<file path="config.mk">
export PLATFORM = sky130hd
export DESIGN_NAME = decode_stage
export DESIGN_NICKNAME = d
export VERILOG_FILES = /design/src/rtl/decode_stage.sv
export SDC_FILE = /design/constraint.sdc
export NUM_CORES = 2
export LEC_CHECK = 0
export BUFFER_PORTS_ARGS = -buffer_cell sky130_fd_sc_hd__buf_2
export CORE_ASPECT_RATIO = 1.2
export CORE_MARGIN = 2
export CORE_UTILIZATION = 35
export CTS_CLUSTER_DIAMETER = 120
export DETAILED_ROUTE_END_ITERATION = 10
export HOLD_SLACK_MARGIN = 0.12
export SYNTH_ARGS = -nofsm -noshare
export SYNTH_HDL_FRONTEND = slang
export SYNTH_SLANG_ARGS = --single-unit
</file>
<file path="constraint.sdc">
create_clock -name clk -period 6.9 [get_ports clk]
set_clock_uncertainty 0.15 [all_clocks]
set_input_delay 1.38 -clock clk [delete_from_list [all_inputs] [get_ports clk]]
set_output_delay 1.38 -clock clk [all_outputs]
set_load 0.01 [all_outputs]
</file>
<file path="src/rtl/decode_stage.sv">
// RV32I decode stage: register file with write-through bypass, load-use scoreboard,
// immediate extraction and a single registered output bundle with valid/ready handshake.
module decode_stage #(
    parameter int XLEN  = 32,
    parameter int NREGS = 32,
    localparam int AW   = $clog2(NREGS)
) (
    input  logic            clk,
    input  logic            rst,
    input  logic            in_valid,
    output logic            in_ready,
    input  logic [31:0]     instruction,
    input  logic            flush,
    input  logic            rf_wen,
    input  logic [AW-1:0]   rf_waddr,
    input  logic [XLEN-1:0] rf_wdata,
    output logic            out_valid,
    input  logic            out_ready,
    output logic [AW-1:0]   out_rdaddr,
    output logic [6:0]      out_operation,
    output logic [2:0]      out_funct3,
    output logic [XLEN-1:0] out_operand1,
    output logic [XLEN-1:0] out_operand2,
    output logic [XLEN-1:0] out_store_data,
    output logic [XLEN-1:0] out_imm,
    output logic            out_mem_wen,
    output logic            out_mem_ren,
    output logic            out_rf_wen,
    output logic            out_illegal
);

    localparam logic [6:0] OP_R     = 7'b0110011;
    localparam logic [6:0] OP_IALU  = 7'b0010011;
    localparam logic [6:0] OP_LOAD  = 7'b0000011;
    localparam logic [6:0] OP_STORE = 7'b0100011;
    localparam logic [6:0] OP_BR    = 7'b1100011;
    localparam logic [6:0] OP_LUI   = 7'b0110111;
    localparam logic [6:0] OP_AUIPC = 7'b0010111;
    localparam logic [6:0] OP_JAL   = 7'b1101111;
    localparam logic [6:0] OP_JALR  = 7'b1100111;

    typedef enum logic [3:0] {
        C_R, C_IALU, C_LOAD, C_STORE, C_BRANCH, C_LUI, C_AUIPC, C_JAL, C_JALR, C_ILLEGAL
    } iclass_e;

    typedef struct packed {
        logic [AW-1:0]   rd;
        logic [6:0]      op;
        logic [2:0]      f3;
        logic [XLEN-1:0] op1;
        logic [XLEN-1:0] op2;
        logic [XLEN-1:0] sd;
        logic [XLEN-1:0] imm;
        logic            mem_wen;
        logic            mem_ren;
        logic            rf_wen;
        logic            illegal;
    } bundle_t;

    logic [XLEN-1:0] regs_q [NREGS];
    logic [XLEN-1:0] regs_d [NREGS];
    logic [NREGS-1:0] pend_q, pend_d;
    logic            valid_q, valid_d;
    bundle_t         bundle_q, bundle_d, new_b;

    logic [6:0]      opcode;
    logic [AW-1:0]   rs1, rs2, rd;
    logic [31:0]     imm_i, imm_s, imm_b, imm_u, imm_j, imm32;
    logic [XLEN-1:0] imm_x, rs1_data, rs2_data;
    iclass_e         cls;
    logic            use_rs1, use_rs2, writes_rd;
    logic            hit1, hit2, hazard, capture;

    assign opcode = instruction[6:0];
    assign rd     = instruction[7 +: AW];
    assign rs1    = instruction[15 +: AW];
    assign rs2    = instruction[20 +: AW];

    assign imm_i = {{20{instruction[31]}}, instruction[31:20]};
    assign imm_s = {{20{instruction[31]}}, instruction[31:25], instruction[11:7]};
    assign imm_b = {{19{instruction[31]}}, instruction[31], instruction[7],
                    instruction[30:25], instruction[11:8], 1'b0};
    assign imm_u = {instruction[31:12], 12'b0};
    assign imm_j = {{11{instruction[31]}}, instruction[31], instruction[19:12],
                    instruction[20], instruction[30:21], 1'b0};

    // NOTE: every signal driven in always_comb gets a default first, so no path can infer a latch.
    always_comb begin
        cls     = C_ILLEGAL;
        imm32   = '0;
        use_rs1 = 1'b0;
        use_rs2 = 1'b0;
        case (opcode)
            OP_R:     begin cls = C_R;      use_rs1 = 1'b1; use_rs2 = 1'b1; end
            OP_IALU:  begin cls = C_IALU;   imm32 = imm_i;  use_rs1 = 1'b1; end
            OP_LOAD:  begin cls = C_LOAD;   imm32 = imm_i;  use_rs1 = 1'b1; end
            OP_STORE: begin cls = C_STORE;  imm32 = imm_s;  use_rs1 = 1'b1; use_rs2 = 1'b1; end
            OP_BR:    begin cls = C_BRANCH; imm32 = imm_b;  use_rs1 = 1'b1; use_rs2 = 1'b1; end
            OP_LUI:   begin cls = C_LUI;    imm32 = imm_u;  end
            OP_AUIPC: begin cls = C_AUIPC;  imm32 = imm_u;  end
            OP_JAL:   begin cls = C_JAL;    imm32 = imm_j;  end
            OP_JALR:  begin cls = C_JALR;   imm32 = imm_i;  use_rs1 = 1'b1; end
            default:  ;
        endcase
    end

    assign imm_x     = XLEN'(signed'(imm32));
    assign writes_rd = cls inside {C_R, C_IALU, C_LOAD, C_LUI, C_AUIPC, C_JAL, C_JALR};

    // A write landing this cycle is forwarded and also retires any pending load on that register.
    assign hit1 = rf_wen && (rf_waddr == rs1);
    assign hit2 = rf_wen && (rf_waddr == rs2);

    always_comb begin
        rs1_data = '0;
        rs2_data = '0;
        if (rs1 != '0) rs1_data = hit1 ? rf_wdata : regs_q[rs1];
        if (rs2 != '0) rs2_data = hit2 ? rf_wdata : regs_q[rs2];
    end

    assign hazard = in_valid &&
                    ((use_rs1 && (rs1 != '0) && pend_q[rs1] && !hit1) ||
                     (use_rs2 && (rs2 != '0) && pend_q[rs2] && !hit2));

    assign in_ready = rst && (!valid_q || out_ready) && !hazard && !flush;
    assign capture  = in_valid && in_ready;

    always_comb begin
        new_b.rd      = rd;
        new_b.op      = opcode;
        new_b.f3      = instruction[14:12];
        new_b.op1     = rs1_data;
        new_b.op2     = (cls == C_R || cls == C_BRANCH) ? rs2_data : imm_x;
        new_b.sd      = rs2_data;
        new_b.imm     = imm_x;
        new_b.mem_wen = (cls == C_STORE);
        new_b.mem_ren = (cls == C_LOAD);
        new_b.rf_wen  = writes_rd && (rd != '0);
        new_b.illegal = (cls == C_ILLEGAL);
    end

    always_comb begin
        valid_d  = valid_q;
        bundle_d = bundle_q;
        if (flush) begin
            valid_d = 1'b0;
        end else if (capture) begin
            valid_d  = 1'b1;
            bundle_d = new_b;
        end else if (out_ready) begin
            valid_d = 1'b0;
        end
    end

    // Clear is applied before set so a load capturing the same rd keeps it pending.
    always_comb begin
        pend_d = pend_q;
        if (rf_wen) pend_d[rf_waddr] = 1'b0;
        if (capture && cls == C_LOAD && rd != '0) pend_d[rd] = 1'b1;
    end

    always_comb begin
        regs_d = regs_q;
        if (rf_wen && rf_waddr != '0) regs_d[rf_waddr] = rf_wdata;
    end

    // NOTE: state flops use non-blocking assignments so all registers update from the same pre-edge values.
    always_ff @(posedge clk or negedge rst) begin
        if (!rst) begin
            valid_q  <= 1'b0;
            bundle_q <= '0;
            pend_q   <= '0;
            // NOTE: the register file is reset on purpose here; architectural state must read 0 after reset.
            regs_q   <= '{default: '0};
        end else begin
            valid_q  <= valid_d;
            bundle_q <= bundle_d;
            pend_q   <= pend_d;
            regs_q   <= regs_d;
        end
    end

    assign out_valid      = valid_q;
    assign out_rdaddr     = bundle_q.rd;
    assign out_operation  = bundle_q.op;
    assign out_funct3     = bundle_q.f3;
    assign out_operand1   = bundle_q.op1;
    assign out_operand2   = bundle_q.op2;
    assign out_store_data = bundle_q.sd;
    assign out_imm        = bundle_q.imm;
    assign out_mem_wen    = bundle_q.mem_wen;
    assign out_mem_ren    = bundle_q.mem_ren;
    assign out_rf_wen     = bundle_q.rf_wen;
    assign out_illegal    = bundle_q.illegal;

endmodule

</file>
After elaboration in Yosys (flattened, before gate mapping)
Cells that the tools add are included.
{ "totals": {"elab_cells": 153, "ff_bits": 1204, "output_inout_bits": 149, "inputBits": 75} }
{ "classes": {"bitwise_logic": 7, "n_mux": 31, "eq_ne": 20, "reduce_logical": 40, "n_lt_le_gt_ge": 10} }
{ "ops": {"columns": ["op", "count"], "rows": [
  ["1024-bit bitwise mux", 1],
  ["32-bit 2-to-1 mux", 12],
  ["32-bit binary-select mux with 5-bit select", 2],
  ["32-bit demux with 5-bit select", 1],
  ["32-bit one-hot mux with 5 select lines", 1],
  ["4-bit one-hot mux with 9 select lines", 1],
  ["32-bit bitwise AND", 1],
  ["32-bit NOT", 1],
  ["32-bit OR", 1],
  ["5-bit by 6-bit < comparator with 1-bit output, second input constant", 4],
  ["7-bit by 6-bit equality test with 1-bit output, second input constant", 3],
  ["7-bit equality test, second input constant", 3],
  ["1-bit logical AND", 20],
  ["5-bit nonzero test", 4],
  ["6-bit greater-or-equal comparator, second input constant", 3],
  ["5-bit NOT with 6-bit output", 3],
  ["4-bit by 3-bit equality test with 1-bit output, second input constant", 4],
  ["7-bit by 5-bit equality test with 1-bit output, second input constant", 2],
  ["1-bit binary-select mux with 5-bit select", 2],
  ["1-bit demux with 5-bit select", 2],
  ["5-bit equality test", 2],
  ["5-bit by 1-bit greater-or-equal comparator with 1-bit output, second input constant", 2],
  ["1-bit 2-to-1 mux", 9],
  ["4-bit by 2-bit equality test with 1-bit output, second input constant", 2],
  ["other kinds (14)", 22]
]} }

Logic depth before layout (Yosys ltp)
{ "logic_depth": {"ltp_word": 15, "mapped_depth": 13, "mapped_depth_nobuf": 7} }

Worst setup path before layout
OpenSTA, ideal clock, no wires.
{ "synth_path": {"path_kind": "input-to-output", "start": "input port instruction[2]", "end": "output port in_ready", "path_slack_ns": 2.357, "path_buffers": 1, "path_stages": 7, "required_ns": 5.370, "t_arrival_ns": 3.013, "cell_sequence": "buf_4 > and4bb_2 > nand2_1 > a2111o_1 > or4_1 > o21ai_0 > a21boi_0"} }
{ "synth_between": {"elab_chain_len": 11, "elab_cells_between_ends": 21, "cone_classes": "eq/ne (6); mux (2); reduce/logical (13)"} }
{ "synth_lines": {"columns": ["item", "line", "text"], "rows": [
  ["from (decl)", "12", "input logic [31:0] instruction,"],
  ["7-bit equality test (tied with other cells)", "93", "case (opcode)"],
  ["6-bit OR reduction (no source line) or 3-bit OR reduction (tied branches)", null, null],
  ["1-bit 2-to-1 mux", "93", null],
  ["1-bit logical AND (on tied branches) (3 in a row)", "122, 123", null],
  ["1-bit logical OR (*)", "122", "((use_rs1 && (rs1 != '0) && pend_q[rs1] && !hit1) ||"],
  ["1-bit logical AND (*)", "121", "assign hazard = in_valid &&"],
  ["1-bit logical NOT (*)", "125", "assign in_ready = rst && (!valid_q || out_ready) && !hazard && !flush;"],
  ["1-bit logical AND (*) (2 in a row)", "125", null],
  ["to (decl)", "11", "output logic in_ready,"]
]} }
Every way passes the cells marked *; elsewhere a longest branch is shown, timed or not.

Worst setup path after layout
{ "layout_path": {"start": "input port instruction[17]", "end": "output port in_ready"} }
{ "layout_between": {"elab_chain_len": 9, "elab_cells_between_ends": 14, "cone_classes": "eq/ne (1); mux (2); reduce/logical (11)"} }
{ "layout_lines": {"columns": ["item", "line"], "rows": [
  ["1-bit binary-select mux with 5-bit select (tied with other cells)", "122"],
  ["1-bit 2-to-1 mux (not written as such) (tied with other cells)", "122"],
  ["1-bit logical AND or 1-bit logical NOT (tied branches)", "122"],
  ["1-bit logical AND (*)", "122"],
  ["1-bit logical OR (*)", "122"],
  ["1-bit logical AND (*)", "121"],
  ["1-bit logical NOT (*)", "125"],
  ["1-bit logical AND (*) (2 in a row)", "125"]
]} }
Every way passes the cells marked *; elsewhere a longest branch is shown, timed or not. The select of a mux whose other input is x is not followed.

==> impl_metrics.csv <==
group,metric,value,unit
setup_path,worstSetupStartpointType,"input port",
die,die_y,467,µm
detailed_routing,drt_drc_violations_left,0,
global_routing,grt_pass1_wl,315,mm
sta,setup_viol,0,
setup_path,crit_type,"in2out",
synthesis,syn-cell-area,0.0625,mm²
die,design.die.area,0.182,mm²
cells_and_area,n_fill_cell,16314,
synthesis,synth_warnings,0,
die,core_area,0.177,mm²
sta,worst-slew-pin-transition,1370,ps
synthesis,synthCells,4270,
clock_tree,cts_tree,"done",
setup_path,cp.required,5370,ps
global_routing,grt_overflow,0,
detailed_routing,routed-via-count,41626,
detailed_routing,wl,220,mm
clock_tree,root_buffer,"clkbuf_16",
detailed_routing,via_per_inst,6.22,
clock_tree,htreeDepth,4,
cells_and_area,fin_cells,6693,
clock_tree,cts-buffers-inserted,137,
global_routing,antenna_found_initial,25,
die,rows,169,
cells_and_area,final_area,0.0702,mm²
detailed_routing,dr.pass1.iters,8,
place,hpwl,135,mm
global_routing,grt_max_degree,201,
sta,slew_viol_final,0,
synthesis,avgSynthCellArea,14.6,µm²
cells_and_area,layout-area-overhead-vs-synth,12.4,%
sta,hold_viol,0,
power,max-vdd-ir-drop,0.256,mV
clock_tree,worstSkewPairLatency,770,ps
global_routing,grt_pass1_vias,41511,
detailed_routing,first_iter_violations,4693,
power,p_per_area,298,mW/mm²
synthesis,synthFlopType,"dfrtp_1",
synthesis,synth-edff-count,0,
power,p_leak,30.1,nW
cells_and_area,final_cell_mix,"dfrtp_1, mux2_2, mux4_2",
place,place_area,0.0656,mm²
sta,holdWs,244,ps
sta,timing.final.crit_share,0.776,
synthesis,syn_nets,4345,
sta,period_needed,5360,ps
cells_and_area,layout_commonest_cell,"dfrtp_1",
detailed_routing,drtAntennaViolNets,0,
sta,clock.fmax,187,MHz
setup_path,cp.arrival,3830,ps
clock_tree,cts_setup_buffers,0,
sta,final.setup.tns,0,ps
detailed_routing,post_drt_wl_per_cell,32.8,µm
setup_path,cp-end-kind,"output port",
sta,maxSlewHeadroom,0.0834,
job,maxCapViolations,0,
clock_tree,cts.sinks,1204,
place,portBuffers,223,
die,ios,224,
die,die_w,390,µm
synthesis,ys_seq_area_frac,0.482,
place,placedCellCount,6437,
worst_hold_path,hold_class,"reg2reg",
run_status,status,"finished clean",
synthesis,yosysUniqueCellTypes,68,
global_routing,grt.total_usage,0.240,
clock_tree,cts.repair.resized,0,
cells_and_area,drive_above_1_share,0.499,
synthesis,synth_seq_cells,1204,
die,initial_core_util,0.353,
setup_path,path_max_fanout,28,
clock_tree,hold_buffers,0,
cells_and_area,nNetsFinal,4343,
cells_and_area,finish.utilization,0.397,
synthesis,async_reset_ff_frac,1.00,
clock_tree,cts.clk_slew.worst_paths,60,ps
clock_tree,clock_path_buffers,3,
sta,rsz0062_at_grt,"false",
place,routabilityCongestion,0.893,
final cells by class:
class / instances / area (µm²) / share of cell area
antenna: 14 / 35.0 / 0.000499
timing repair buffer: 326 / 2120 / 0.0302
multi-input combinational: 2592 / 30400 / 0.433
tap: 2308 / 2890 / 0.0411
sequential: 1204 / 30100 / 0.429
inverter: 7 / 26.3 / 0.000374
clock buffer: 208 / 4130 / 0.0589
clock inverter: 34 / 453 / 0.00645
sequential cells by signal (all words and copies together), names as in the netlist:
register,cells
regs_q,1024
out_imm,32
out_operand1,32
out_operand2,32
out_store_data,32
pend_q,32
out_operation,7
out_rdaddr,5
out_funct3,3
out_illegal,1
out_mem_ren,1
out_mem_wen,1
out_rf_wen,1
out_valid,1
metal layers:
| metal | track usage | wire length [µm] | up-vias |
|---|---|---|---|
| met5 | 0 | 55 | - |
| met4 | 0.104 | 10100 | 10 |
| met3 | 0.0558 | 19400 | 499 |
| met2 | 0.377 | 103000 | 2149 |
| met1 | 0.317 | 87100 | 22540 |
| li1 | - | - | 16428 |
per-stage QoR:
step	total power [mW]	setup WS, ps
final	20.9	1540
after CTS	21.0	1560
after global placement	13.3	1430
after detailed placement	13.4	1580
after global routing	21.7	1430
after floorplan	12.0	2360
worst paths after layout:
kind / from / to / slack, ps / cells past startpoint
worst min-delay path: regs_q[1018]$_DFFE_PN0P_ / regs_q[1018]$_DFFE_PN0P_ / 240 / 0
min in group asynchronous: rst / regs_q[594]$_DFFE_PN0P_ / 350 / 1
max in group asynchronous: rst / regs_q[866]$_DFFE_PN0P_ / 4010 / 3
worst min register to register: regs_q[1018]$_DFFE_PN0P_ / regs_q[1018]$_DFFE_PN0P_ / 240 / 0
worst max-delay path: instruction[17] / in_ready / 1540 / 8
worst max register to register: pend_q[6]$_DFF_PN0_ / out_mem_wen$_DFFE_PN0P_ / 3590 / 8
critical path, cell delays in order:
cell	delay [ps]
buf_4	550
mux4_2	600
mux2i_1	150
nor2_1	90
a2111oi_4	450
o21ai_0	220
a21boi_0	220
buf_2	160
where the power goes:
group          leakage [nW]  internal, mW  switching [mW]
clock network          2.25          4.47            3.04
logic                  12.3          2.31            1.77
registers              15.5          8.34           0.967
synth_stat cells, drive strengths merged, types with 3 or more instances:
cell     instances  share of area
dfrtp         1204           0.48
mux2          1023           0.18
mux4           565           0.20
clkbuf         302          0.018
nand2          234          0.014
buf            165          0.016
o21ai          122         0.0098
nor2           105         0.0064
mux2i           76          0.012
o22ai           74         0.0074
o31ai           55         0.0066
a21oi           52         0.0042
nand3           29         0.0023
a22oi           25         0.0030
and3            20         0.0020
a222oi          18         0.0029
nand3b          15         0.0018
nor3            13         0.0010
a22o             9         0.0013
o22a             9         0.0013
or3b             9         0.0013
xor2             9         0.0013
a32oi            8         0.0011
nand2b           8        0.00080
nand4            8        0.00080
o41ai            8         0.0011
inv              7        0.00042
o2111ai          7         0.0011
o211ai           7        0.00084
a21o             6        0.00072
a31oi            6        0.00060
o221ai           6        0.00084
or2              6        0.00060
a221oi           5        0.00070
and2             5        0.00050
nor2b            5        0.00050
nor3b            5        0.00060
or3              5        0.00050
a211oi           4        0.00048
and3b            4        0.00056
nor4             3        0.00030
o32a             3        0.00048
kinds of logic after synthesis:
logic type,Yosys count,synth area share
compound gates,440,0.0470
buf+inv,474,0.0342
mux,1664,0.400
xor+xnor,11,0.00154
flops,1204,0.482
simple gates,477,0.0345
Power figures use the tool's default switching activity.
